--- src/rtl/ttl_bist_pkg.sv ---
// Shared types and helpers for the TTL_7400 built-in self-test controller.
package ttl_bist_pkg;

    localparam int unsigned NUM_GATES = 4;
    localparam int unsigned NUM_STEPS = 4;

    typedef enum logic [1:0] {
        ST_IDLE   = 2'd0,
        ST_SETTLE = 2'd1,
        ST_SAMPLE = 2'd2,
        ST_REPORT = 2'd3
    } bist_state_t;

    // Pattern code u = (v + k) mod 4 for gate k at step v, returned as {B, A}.
    // Rotating by gate index gives neighbouring gates different inputs.
    function automatic logic [1:0] vec(input logic [1:0] v, input logic [1:0] k);
        return v + k;
    endfunction

    function automatic logic nand_exp(input logic a, input logic b);
        return ~(a & b);
    endfunction

endpackage

--- src/rtl/bist_settle_timer.sv ---
// 8-bit loadable down-counter that times the settle window after each vector.
module bist_settle_timer (
    input  logic       clk,
    input  logic       rst,
    input  logic       load,
    input  logic       dec,
    input  logic [7:0] load_val,
    output logic [7:0] value,
    output logic       expire
);

    // Load has priority; decrement saturates at zero.
    always_ff @(posedge clk) begin
        if (rst) begin
            value <= '0;
        end else if (load) begin
            value <= load_val;
        end else if (dec && (value != '0)) begin
            value <= value - 8'd1;
        end
    end

    assign expire = (value == 8'd1);

endmodule

--- src/rtl/ttl_7400_bist.sv ---
// Self-test controller for one quad 2-input NAND package: drives four
// rotated vectors, samples Y after a settle window and records failures.
module ttl_7400_bist
    import ttl_bist_pkg::*;
#(
    parameter int unsigned SETTLE_CYCLES = 4
) (
    input  logic       CLK,
    input  logic       RST,
    input  logic       START,
    input  logic       Y1,
    input  logic       Y2,
    input  logic       Y3,
    input  logic       Y4,
    output logic       A1,
    output logic       B1,
    output logic       A2,
    output logic       B2,
    output logic       A3,
    output logic       B3,
    output logic       A4,
    output logic       B4,
    output logic       BUSY,
    output logic       DONE,
    output logic       PASS,
    output logic [3:0] FAIL_MAP,
    output logic [1:0] FAIL_STEP
);

    localparam logic [7:0] SETTLE_LOAD = SETTLE_CYCLES[7:0];
    localparam logic [1:0] LAST_STEP   = 2'(NUM_STEPS - 1);

    bist_state_t state;
    logic [1:0]  step;
    logic [3:0]  a_reg, b_reg;
    logic [3:0]  a_nxt, b_nxt;
    logic [3:0]  exp_y, mismatch;
    logic [1:0]  drive_step;
    logic [7:0]  cnt_value;
    logic        cnt_expire;
    logic        cnt_load;
    logic        start_run;
    logic        last_step;

    assign start_run = (state == ST_IDLE) && START;
    assign last_step = (step == LAST_STEP);
    assign cnt_load  = start_run || ((state == ST_SAMPLE) && !last_step);

    bist_settle_timer u_timer (
        .clk      (CLK),
        .rst      (RST),
        .load     (cnt_load),
        .dec      (state == ST_SETTLE),
        .load_val (SETTLE_LOAD),
        .value    (cnt_value),
        .expire   (cnt_expire)
    );

    // Expected Y for the current step and next-step drive vectors.
    always_comb begin
        logic [1:0] u_cur;
        logic [1:0] u_nxt;
        exp_y      = '0;
        a_nxt      = '0;
        b_nxt      = '0;
        drive_step = (state == ST_IDLE) ? 2'd0 : step + 2'd1;
        for (int unsigned k = 0; k < NUM_GATES; k++) begin
            u_cur    = vec(step, 2'(k));
            u_nxt    = vec(drive_step, 2'(k));
            exp_y[k] = nand_exp(u_cur[0], u_cur[1]);
            a_nxt[k] = u_nxt[0];
            b_nxt[k] = u_nxt[1];
        end
        mismatch = exp_y ^ {Y4, Y3, Y2, Y1};
    end

    // Controller FSM, step counter, gate-input and result registers.
    always_ff @(posedge CLK) begin
        if (RST) begin
            state     <= ST_IDLE;
            step      <= '0;
            a_reg     <= '0;
            b_reg     <= '0;
            BUSY      <= 1'b0;
            DONE      <= 1'b0;
            PASS      <= 1'b0;
            FAIL_MAP  <= '0;
            FAIL_STEP <= '0;
        end else begin
            case (state)
                ST_IDLE: begin
                    DONE <= 1'b0;
                    if (START) begin
                        FAIL_MAP  <= '0;
                        FAIL_STEP <= '0;
                        PASS      <= 1'b0;
                        step      <= '0;
                        a_reg     <= a_nxt;
                        b_reg     <= b_nxt;
                        BUSY      <= 1'b1;
                        state     <= ST_SETTLE;
                    end
                end
                ST_SETTLE: begin
                    if (cnt_expire) begin
                        state <= ST_SAMPLE;
                    end
                end
                ST_SAMPLE: begin
                    FAIL_MAP <= FAIL_MAP | mismatch;
                    if ((FAIL_MAP == '0) && (mismatch != '0)) begin
                        FAIL_STEP <= step;
                    end
                    if (last_step) begin
                        // PASS is set on entry to REPORT so it is valid while DONE is high.
                        PASS  <= ((FAIL_MAP | mismatch) == '0);
                        BUSY  <= 1'b0;
                        DONE  <= 1'b1;
                        state <= ST_REPORT;
                    end else begin
                        step  <= step + 2'd1;
                        a_reg <= a_nxt;
                        b_reg <= b_nxt;
                        state <= ST_SETTLE;
                    end
                end
                ST_REPORT: begin
                    DONE  <= 1'b0;
                    state <= ST_IDLE;
                end
                default: begin
                    state <= ST_IDLE;
                end
            endcase
        end
    end

    assign A1 = a_reg[0];
    assign A2 = a_reg[1];
    assign A3 = a_reg[2];
    assign A4 = a_reg[3];
    assign B1 = b_reg[0];
    assign B2 = b_reg[1];
    assign B3 = b_reg[2];
    assign B4 = b_reg[3];

endmodule

--- config.mk ---
export PLATFORM = sky130hd
export DESIGN_NAME = ttl_7400_bist
export DESIGN_NICKNAME = d
export VERILOG_FILES = /design/src/rtl/ttl_bist_pkg.sv /design/src/rtl/bist_settle_timer.sv /design/src/rtl/ttl_7400_bist.sv
export SDC_FILE = /design/constraint.sdc
export NUM_CORES = 1
export LEC_CHECK = 0
export CAP_MARGIN = 5
export CELL_PAD_IN_SITES_DETAIL_PLACEMENT = 0
export CELL_PAD_IN_SITES_GLOBAL_PLACEMENT = 1
export CORE_UTILIZATION = 39
export CTS_CLUSTER_SIZE = 20
export DETAILED_ROUTE_END_ITERATION = 10
export PLACE_DENSITY = 0.76
export SLEW_MARGIN = 20
export SYNTH_ARGS = -nofsm -noshare
export SYNTH_HDL_FRONTEND = slang
export SYNTH_SLANG_ARGS = --single-unit
--- constraint.sdc ---
create_clock -name CLK -period 2.3 [get_ports CLK]
set_input_delay 0.46 -clock CLK [delete_from_list [all_inputs] [get_ports CLK]]
set_output_delay 0.46 -clock CLK [all_outputs]
set_load 0.01 [all_outputs]
==> results of run 1 <==
-- cells in the final DEF, fill, tap and decap left out, types with 4 or more instances in the layout --
cell,instances
a21oi_1,10
a22oi_1,7
buf_4,4
clkdlybuf4s50_1,23
dfxtp_1,27
ha_1,10
inv_1,10
nand2_1,7
nand3_1,5
nand3b_1,5
nor2_1,17
o211ai_1,4
or4_1,4
xnor2_1,6
-- cell usage after synthesis --
master     count
nand2_1        7
a311oi_1       1
nand2b_1       3
a22oi_1        7
a32oi_1        1
mux2_2         1
buf_6          1
a221oi_1       2
inv_1         10
a21oi_1       10
o2111a_1       1
o31ai_1        1
a31oi_1        1
nand3b_1       5
nor4_1         3
buf_4          2
a211o_1        1
and2_1         1
nor2_1        17
or3b_2         1
o2111ai_2      1
nand3_1        5
clkbuf_1       7
a211oi_1       1
or4_1          4
xnor2_1        6
o211ai_1       4
nor3_1         2
or2_2          1
or3_1          2
xor2_1         1
mux2i_1        3
or4_4          1
dfxtp_1       27
o21ai_0        3
nor2b_1        1
ha_1          10
and4_1         1
o21ai_2        1
-- tightest hold or removal path, stage by stage (launching register included) --
cell and delay, ps:
dfxtp_1 340, inv_1 50, a221oi_1 60
-- cells by family (layout without fill, tap and decap cells) --
group,after synthesis,count (layout)
AND/OR/NAND/NOR,54,54
AO/OA/AOI/OAI,35,35
flip-flops,27,27
buffers and inverters,20,41
adder cells (fa/ha/maj),10,10
XOR/XNOR,7,7
multiplexers,4,4
-- report_power, final --
part | internal [mW] | leakage [nW] | switching (mW)
clock network | 0.0651 | 0.0177 | 0.143
registers | 0.560 | 0.220 | 0.0815
logic | 0.369 | 0.377 | 0.457
total | 0.994 | 0.614 | 0.682
-- final cells by class --
cell class,count,area (um^2)
fill,333,1700
multi-input combinational,110,766
sequential,27,541
timing repair buffer,27,260
tap,46,57.6
inverter,10,37.5
clock buffer,3,22.5
clock inverter,1,5.00
-- final timing paths --
kind                            startpoint  cells after the start          endpoint  slack, ps
worst max register to register    state[0]                      6  u_timer.value[4]        320
worst min-delay path              b_reg[2]                      2          b_reg[2]        480
worst max-delay path              state[0]                      6  u_timer.value[4]        320
worst min register to register    b_reg[2]                      2          b_reg[2]        480
-- routing by layer --
metal	wire length, um	vias to the layer above	global-route usage (%)
li1	-	601	-
met1	1530	554	22.7
met2	1240	17	25.5
met3	76	4	2.69
met4	34	0	6.35
met5	0	-	0
-- per-stage QoR --
step	setup WS (ps)	utilization [%]	cell area (um^2)	total power, mW	instances
after floorplan	484	-	1400	1.26	157
after global placement	255	49.0	1660	1.46	220
after detailed placement	187	49.0	1660	1.47	220
after CTS	324	49.8	1690	1.68	224
after global routing	190	49.8	1690	1.81	224
final	324	49.8	1690	1.68	224
==> impl_metrics.yaml, run 1 <==
outcome:
  status: "finished clean"
clock_tree:
  clk_path_buf_depth: 2
  clkTransAtPathRegs_ps: 150
  cts_setup_buffers: 0
  clk-insertion-delay-late_ps: 320
  cts_tree: "yes"
  cts_resized: 0
  htree_levels: 1
  clockRootBuffer: "clkbuf_4"
  clkSinkCount: 27
  cts_buffers: 3
  hold_buffers: 0
die:
  rows: 21
  initial_core_util_pct: 41.2
  core_area_um2: 3390
  die_height_um: 61.8
  die_w_um: 61.8
  ioPinCount: 24
  dieArea_um2: 3820
finish:
  drive_gt1_share_pct: 7.87
  nNetsFinal: 196
  n_antenna_cell: 0
  syn_to_final_growth_pct: 21.0
  largest_register_ffs: 8
global_routing:
  first_global_vias: 1047
  grt_overflow: 0
  grt_first_pass_wirelength_um: 4630
  grt_usage_pct: 16.4
  antenna_found_initial: 0
  grt_max_degree: 24
yosys:
  synth_cells: 157
  synth_area_leader_cell: "dfxtp_1"
  synthSimpleGateAreaFrac_pct: 20.8
  synth_xor_area_share_pct: 4.39
  synth.area.mux_share_pct: 2.96
  synth_warnings: 0
  synth_cell_types: 39
  synth_area_leaders: "dfxtp_1 39%, ha_1 9.0%, nor2_1 4.6%, a22oi_1 3.8%, xnor2_1 3.8%"
  syn_nets: 174
  synth.cell_area_um2: 1400
  synth_top_family_by_area: "simple AND/OR/NAND/NOR gates"
  synth-compound-area-share_pct: 17.7
  syn_area_per_cell_um2: 8.89
  synth-seq-area-share_pct: 38.7
  synth-seq-cells: 27
  yosysTopAreaCellShare_pct: 38.7
  synth_adder_area_share_pct: 8.96
timing:
  period_share_pct: 85.9
  clock-skew-final_ps: 3.13
  rsz0062_at_grt: "no"
  min_period_ps: 1980
  finalMaxSlewViolations: 0
  slew_headroom_pct: 69.5
  holdWs_ps: 481
  final_hold_viol_count: 0
  fmax_mhz: 506
  tns_ps: 0
  worst-slew-pin-transition_ps: 453
  finalSetupViolations: 0
worst_setup_path:
  crit_slowest_cell: "or4_1"
  crit_family: "simple AND/OR/NAND/NOR gates"
  worst-path-buf-inv: 1
  cp-start-kind: "flip-flop"
  cp-end-kind: "flip-flop"
  crit_chain: "inv_1 > ha_1 > nor2b_1 > a211o_1 > or4_1 > nand2_1"
  path_max_fanout: 12
  required_ps: 2580
  cp.arrival_ps: 2260
  critPathKind: "flip-flop to flip-flop"
  crit_path_max_incr_delay_ps: 530
power_and_ir_drop:
  p_per_area_nw_per_um2: 992
  p_leak_nw: 0.614
  ir_worst_vdd_v: 0.000422
detailed_routing:
  routed_wl_um: 2880
  first_pass_iters: 4
  ant_nets: 0
  routed_via_density: 5.25
  wl_per_cell_um: 12.9
  initialDrtViolationCount: 60
  vias: 1176
  drc: 0
placed_design:
  dp_hpwl_um: 2130
  gp_congestion: 0.755
  port_buffers: 23
worst_hold_path:
  hold_path_class: "flip-flop to flip-flop"
run:
  drv_cap: 0
Note: power is estimated with default switching activity, not from simulation.
==> run 2, diff against run 1 <==
Settings changed: SLEW_MARGIN 20 to not set.
==> results of run 2 <==
Same layout as run 1: the final DEF is identical, and so are final timing and power.
==> run 3, diff against run 2 <==
Settings changed: GPL_ROUTABILITY_DRIVEN set to 0.
==> results of run 3 <==
Same layout as run 1: the final DEF is identical, and so are final timing and power.
